$ cat src/rtl/ifetch_ctrl_pkg.sv
// rtl/ifetch_ctrl_pkg.sv - shared types and constants for the instruction-fetch controller
package ifetch_pkg;

  typedef enum logic [1:0] {
    ST_IDLE = 2'd0,
    ST_REQ  = 2'd1,
    ST_WAIT = 2'd2,
    ST_HOLD = 2'd3
  } ifetch_state_e;

  localparam logic [31:0] IMEM_ALIGN_MASK  = 32'hFFFF_FFFC;
  localparam logic [31:0] INSTR_FAULT_WORD = 32'h0;

  // A PC with either low bit set cannot address a 32-bit instruction word.
  function automatic logic is_misaligned(input logic [31:0] pc);
    return (pc & ~IMEM_ALIGN_MASK) != 32'h0;
  endfunction

endpackage

$ cat src/rtl/ifetch_ctrl_if.sv
// rtl/ifetch_ctrl_if.sv - instruction memory bus and decode handshake bundle
interface ifetch_ctrl_if;

  logic        o_imem_req;
  logic [31:0] o_imem_addr;
  logic        i_imem_gnt;
  logic        i_imem_rvalid;
  logic [31:0] i_imem_rdata;
  logic        i_imem_err;

  logic        o_instr_valid;
  logic [31:0] o_instr;
  logic [31:0] o_instr_pc;
  logic        o_fetch_err;
  logic        i_instr_ready;

  // Fetch controller side: drives the memory request and the decode-facing outputs.
  modport master (
    output o_imem_req, o_imem_addr,
    input  i_imem_gnt, i_imem_rvalid, i_imem_rdata, i_imem_err,
    output o_instr_valid, o_instr, o_instr_pc, o_fetch_err,
    input  i_instr_ready
  );

  // Environment side: instruction memory plus decode stage.
  modport slave (
    input  o_imem_req, o_imem_addr,
    output i_imem_gnt, i_imem_rvalid, i_imem_rdata, i_imem_err,
    input  o_instr_valid, o_instr, o_instr_pc, o_fetch_err,
    output i_instr_ready
  );

endinterface

$ cat src/rtl/ifetch_ctrl.sv
// rtl/ifetch_ctrl.sv - single-outstanding instruction fetch FSM with held output and PC enable
module ifetch_ctrl
  import ifetch_pkg::*;
(
  input  logic          i_clk,
  input  logic          i_rst_n,
  input  logic [31:0]   i_pc,
  output logic          o_pc_en,
  input  logic          i_flush,
  ifetch_ctrl_if.master bus
);

  ifetch_state_e r_state;
  ifetch_state_e w_state_nxt;
  logic          r_drop;
  logic          w_drop_nxt;
  logic [31:0]   r_instr;
  logic [31:0]   w_instr_nxt;
  logic [31:0]   r_instr_pc;
  logic [31:0]   w_instr_pc_nxt;
  logic          r_fetch_err;
  logic          w_fetch_err_nxt;
  logic          w_pc_en;
  logic          w_req;
  logic          w_misaligned;

  assign w_misaligned = is_misaligned(i_pc);

  // Next-state, holding-register updates and the combinational request / PC-enable strobes.
  always_comb begin
    w_state_nxt     = r_state;
    w_drop_nxt      = r_drop;
    w_instr_nxt     = r_instr;
    w_instr_pc_nxt  = r_instr_pc;
    w_fetch_err_nxt = r_fetch_err;
    w_pc_en         = 1'b0;
    w_req           = 1'b0;

    unique case (r_state)
      ST_IDLE: begin
        if (i_flush) begin
          w_pc_en = 1'b1;
        end else begin
          w_state_nxt = ST_REQ;
        end
      end

      ST_REQ: begin
        if (i_flush) begin
          // Request suppressed so the redirected PC is fetched next cycle.
          w_pc_en = 1'b1;
        end else if (w_misaligned) begin
          // Fault is reported without touching memory.
          w_instr_pc_nxt  = i_pc;
          w_instr_nxt     = INSTR_FAULT_WORD;
          w_fetch_err_nxt = 1'b1;
          w_state_nxt     = ST_HOLD;
        end else begin
          w_req = 1'b1;
          if (bus.i_imem_gnt) begin
            w_instr_pc_nxt = i_pc;
            w_state_nxt    = ST_WAIT;
          end
        end
      end

      ST_WAIT: begin
        if (i_flush) begin
          w_pc_en = 1'b1;
          // A response landing in the flush cycle itself is the one being discarded,
          // so there is nothing left to drop afterwards.
          if (bus.i_imem_rvalid) begin
            w_drop_nxt  = 1'b0;
            w_state_nxt = ST_REQ;
          end else begin
            w_drop_nxt = 1'b1;
          end
        end else if (bus.i_imem_rvalid) begin
          if (r_drop) begin
            w_drop_nxt  = 1'b0;
            w_state_nxt = ST_REQ;
          end else begin
            w_instr_nxt     = bus.i_imem_rdata;
            w_fetch_err_nxt = bus.i_imem_err;
            w_state_nxt     = ST_HOLD;
          end
        end
      end

      ST_HOLD: begin
        if (i_flush || bus.i_instr_ready) begin
          w_pc_en     = 1'b1;
          w_state_nxt = ST_REQ;
        end
      end

      default: begin
        w_state_nxt = ST_IDLE;
      end
    endcase
  end

  // State, drop flag and instruction holding registers.
  always_ff @(posedge i_clk) begin
    if (!i_rst_n) begin
      r_state     <= ST_IDLE;
      r_drop      <= 1'b0;
      r_instr     <= 32'h0;
      r_instr_pc  <= 32'h0;
      r_fetch_err <= 1'b0;
    end else begin
      r_state     <= w_state_nxt;
      r_drop      <= w_drop_nxt;
      r_instr     <= w_instr_nxt;
      r_instr_pc  <= w_instr_pc_nxt;
      r_fetch_err <= w_fetch_err_nxt;
    end
  end

  // Strobes are gated by reset so nothing escapes while the state register is being cleared.
  assign o_pc_en           = w_pc_en & i_rst_n;
  assign bus.o_imem_req    = w_req & i_rst_n;
  assign bus.o_imem_addr   = bus.o_imem_req ? (i_pc & IMEM_ALIGN_MASK) : 32'h0;
  assign bus.o_instr_valid = (r_state == ST_HOLD);
  assign bus.o_instr       = r_instr;
  assign bus.o_instr_pc    = r_instr_pc;
  assign bus.o_fetch_err   = r_fetch_err;

endmodule

$ cat src/flat_wrapper.sv
// flat-port wrapper written by rule: the top's interface ports become plain ports
module ifetch_ctrl_flat import ifetch_pkg::*;
  (i_clk, i_rst_n, i_pc, o_pc_en, i_flush, bus_o_imem_req, bus_o_imem_addr, bus_i_imem_gnt, bus_i_imem_rvalid, bus_i_imem_rdata, bus_i_imem_err, bus_o_instr_valid, bus_o_instr, bus_o_instr_pc, bus_o_fetch_err, bus_i_instr_ready);
  ifetch_ctrl_if bus_i ();
  input  logic i_clk;
  input  logic i_rst_n;
  input  logic [31:0] i_pc;
  output logic o_pc_en;
  input  logic i_flush;
  output wire logic [$bits(bus_i.o_imem_req)-1:0] bus_o_imem_req;
  output wire logic [$bits(bus_i.o_imem_addr)-1:0] bus_o_imem_addr;
  input wire logic [$bits(bus_i.i_imem_gnt)-1:0] bus_i_imem_gnt;
  input wire logic [$bits(bus_i.i_imem_rvalid)-1:0] bus_i_imem_rvalid;
  input wire logic [$bits(bus_i.i_imem_rdata)-1:0] bus_i_imem_rdata;
  input wire logic [$bits(bus_i.i_imem_err)-1:0] bus_i_imem_err;
  output wire logic [$bits(bus_i.o_instr_valid)-1:0] bus_o_instr_valid;
  output wire logic [$bits(bus_i.o_instr)-1:0] bus_o_instr;
  output wire logic [$bits(bus_i.o_instr_pc)-1:0] bus_o_instr_pc;
  output wire logic [$bits(bus_i.o_fetch_err)-1:0] bus_o_fetch_err;
  input wire logic [$bits(bus_i.i_instr_ready)-1:0] bus_i_instr_ready;
  assign bus_o_imem_req = bus_i.o_imem_req;
  assign bus_o_imem_addr = bus_i.o_imem_addr;
  assign bus_i.i_imem_gnt = bus_i_imem_gnt;
  assign bus_i.i_imem_rvalid = bus_i_imem_rvalid;
  assign bus_i.i_imem_rdata = bus_i_imem_rdata;
  assign bus_i.i_imem_err = bus_i_imem_err;
  assign bus_o_instr_valid = bus_i.o_instr_valid;
  assign bus_o_instr = bus_i.o_instr;
  assign bus_o_instr_pc = bus_i.o_instr_pc;
  assign bus_o_fetch_err = bus_i.o_fetch_err;
  assign bus_i.i_instr_ready = bus_i_instr_ready;
  ifetch_ctrl u_core (.i_clk(i_clk), .i_rst_n(i_rst_n), .i_pc(i_pc), .o_pc_en(o_pc_en), .i_flush(i_flush), .bus(bus_i));
endmodule
$ cat config.mk
export PLATFORM = sky130hd
export DESIGN_NAME = ifetch_ctrl_flat
export DESIGN_NICKNAME = d
export VERILOG_FILES = /design/src/rtl/ifetch_ctrl_pkg.sv /design/src/rtl/ifetch_ctrl_if.sv /design/src/rtl/ifetch_ctrl.sv /design/src/flat_wrapper.sv
export SDC_FILE = /design/constraint.sdc
export NUM_CORES = 1
export LEC_CHECK = 0
export CAP_MARGIN = 20
export CORE_UTILIZATION = 40
export CTS_CLUSTER_SIZE = 28
export DETAILED_ROUTE_END_ITERATION = 10
export DONT_BUFFER_PORTS = 1
export PLACE_DENSITY = 0.6
export REMOVE_ABC_BUFFERS = 1
export SLEW_MARGIN = 10
export SYNTH_ARGS = -nofsm -noshare
export SYNTH_HDL_FRONTEND = slang
export SYNTH_SLANG_ARGS = --single-unit
$ cat constraint.sdc
create_clock -name i_clk -period 3.4 [get_ports i_clk]
set_input_delay 0.51 -clock i_clk [delete_from_list [all_inputs] [get_ports i_clk]]
set_output_delay 0.51 -clock i_clk [all_outputs]
set_load 0.02 [all_outputs]
==> results.md <==
- Status: finished clean
- Post-Route Skew: approximately 6 ps
- Post-layout minimum cycle time: approximately 2800 ps
- Fraction of the yosys area taken by sequential cells: 46.7%
- Syn. warnings: 0
- Largest net degree at the start of global routing: 74
- Count of flip-flops with a built-in enable after synthesis: 0
- Clk slew on worst S/H paths: 80 ps
- Sequential Power Share: 45.0%
- Cell area power density: slightly below 700 nW/um^2
- Starting density of the core: ~42%
- Number of clock sinks: 68
- DP Cell Count: 430
- Proportion of synthesized flip-flops having asynchronous set or reset: 0%
- Setup crit end kind: output port
- Final WL: 6590 um
- Site row count: 30
- Biggest area contributors in the synthesized netlist: dfxtp_1, nand2_1, a21boi_0
- Number of nets with antenna violations after detailed routing: 0
- TritonCTS buffer count: 9
- GP Congestion: ~0.74
- Number of antenna cells inserted: 0
- Pin slew with the least headroom to its limit: 569 ps
- Kind of critical path: flip-flop to output port
- Proportion of netlist area held by the largest area contributor: 46.7%
- Worst Path Max Fanout: 30
- Max-slew violation count: 0
- Number of buffers inserted by hold repair at cts: 0
- Detailed placer's ending HPWL: approximately 4500 um
- Final Cycle Share: 81.3%
- Worst hold slack: 307 ps
- Count of unique library cells instantiated by Yosys: 30
- Part of the total power dissipated in the clock network: 40.0%
- Io pins: 171
- Global-route wire length before repair: 9760 um
- Insertion delay to the later sink of the worst-skew pair: 330 ps
- Cell area after placement: 2930 sq um
- Final Hold Vio Count: 0
- VDD IR max: 0.313 mV
- Arrival time at the worst endpoint: 2250 ps
- Commonest cells after routing, fill and taps aside: nand2_1, dfxtp_1, nand3_1
- Max-cap violation count: 0
- Starting DRT DRC Count: 65
- Instance count of the mapped netlist: 360
- Hold crit path type: input port to flip-flop
- Vias post-DR: 2288
- Switch share: 29.4%
- Area of the die: 7640 sq um
- Average cell area after synthesis: just over 8 sq um
- Buffers from clock root to sink, at most: 2
- Most common cell after layout, fill and taps aside: nand2_1
- Aggregate global routing overflow: 0
- Number of nets in the final layout: around 420
- Logic gate share of total power: about 15%
- DRC errors left: 0
- Number of port buffers: 0
- Number of H-tree levels: 3
- Internal power: around 1.5 mW
- Vertical extent of the die: 87.4 um
- Fraction of final layout cells with drive strength greater than 1: 6.55%
- Dominant register cell in the synthesized netlist: dfxtp_1
- Number of gates resized after CTS: 0
- Horizontal extent of the die: 87.4 um
- Summed negative setup slack over all endpoints: 0 ps
- Netlist Area Pre-Place: 2920 sq um
- Aggregate global-route resource usage: 16.6%
- Core region area: 6910 sq um
- Worst max-slew margin expressed relative to the limit: 61.9%
- P_leak: 1.12 nW
- Highest Clock Rate: 0.362 GHz
- Clk root buf: clkbuf_8
- Utilization after layout: 46.5%
- CP Launch Type: flip-flop
- Pre-CTS setup slack: 809 ps
- Req. time, crit path: 2890 ps
- Number of storage elements in the synthesis netlist: 68
- Count of final setup violators: 0
- Initial antenna violation count: 0
- Clock tree from TritonCTS: yes
- Wirelength per Cell: 14.7 um
- Number of global-route vias before repair: 2096
- Detailed Routing Iterations Pass 1: 4
- Summed area of non-filler cells in the final layout: 3210 sq um
- Layout overhead on the synthesized area: 10.0%
- Power spent charging and discharging nets: 637 uW
- Worst-case setup margin in the final layout: 635 ps
- Cell Count, Final, Fillers Out: between 400 and 500
- Post-layout total power: 2.17 mW
- Cell taking the most area after synthesis: dfxtp_1
- Via-to-Cell Ratio: 5.12
- Number of setup buffers added after CTS: 0
- Unrepaired setup endpoints after global routing: false
[critical path: stages (launching register included)]
cell,delay [ps]
dfxtp_1,340
inv_1,100
ha_1,220
nand2_1,100
nor3b_2,520
buf_4,350
and2_1,290
[layout make-up]
type / count / area [sq um]
Timing Repair Buffer: 5 / 45.0
Tap cell: 96 / 120
Fill cell: 700 / 3700
Clock buffer: 10 / 128
Inverter: 3 / 11.3
Sequential cell: 68 / 1360
Clock inverter: 6 / 136
Multi-Input combinational cell: 259 / 1410
[state kept, by name (all words and copies together), names as in the netlist]
register	count
u_core.bus.o_fetch_err	1
u_core.r_state	2
u_core.bus.o_instr	32
u_core.r_drop	1
u_core.bus.o_instr_pc	32
[layer usage]
metal / vias up / part of all wire, % / global-route usage [%]
li1: 1143 / - / -
met1: 1013 / 40 / 18.8
met2: 126 / 47 / 26.8
met3: 6 / 12 / 7.11
met4: 0 / 0.97 / 7.60
met5: - / 0 / 0
[kinds of logic (layout without fill, tap and decap cells)]
family | after synthesis | count (layout) | synth area share, %
AOI/OAI and AO/OA | 76 | 76 | 16.9
adders and majority gates | 5 | 5 | 2.14
buffers and inverters | 34 | 24 | 5.87
DFF | 68 | 68 | 46.7
muxes | 2 | 2 | 0.686
other | 1 | 2 | 0.129
and+or+nand+nor | 174 | 174 | 27.6
[synthesized netlist by cell type (5+ instances only)]
cell and instances:
and2_1 31, buf_2 8, clkbuf_1 17, o21ai_1 7, nand2_1 100, nand3_1 32
o21ai_0 27, a21boi_1 5, dfxtp_1 68, a21boi_0 26, ha_1 5
[power groups by stage]
stage | clock network [mW] | logic, mW | registers (mW)
final | 0.866 | 0.326 | 0.975
after global placement | 0 | 0.321 | 0.992
after global routing | 0.923 | 0.370 | 0.984
after floorplan | 0 | 0.240 | 0.979
after detailed placement | 0 | 0.327 | 0.995
after CTS | 0.887 | 0.328 | 0.976
[worst paths after layout]
check                           end               from  cells past startpoint  slack (ps)
max              bus_o_imem_addr[4]  u_core.r_state[1]                      6         640
min          u_core.bus.o_fetch_err            i_rst_n                      1         310
max reg2reg  u_core.bus.o_fetch_err  u_core.r_state[0]                      7        1370
min reg2reg           u_core.r_drop      u_core.r_drop                      2         520
Power figures use the tool's default switching activity.
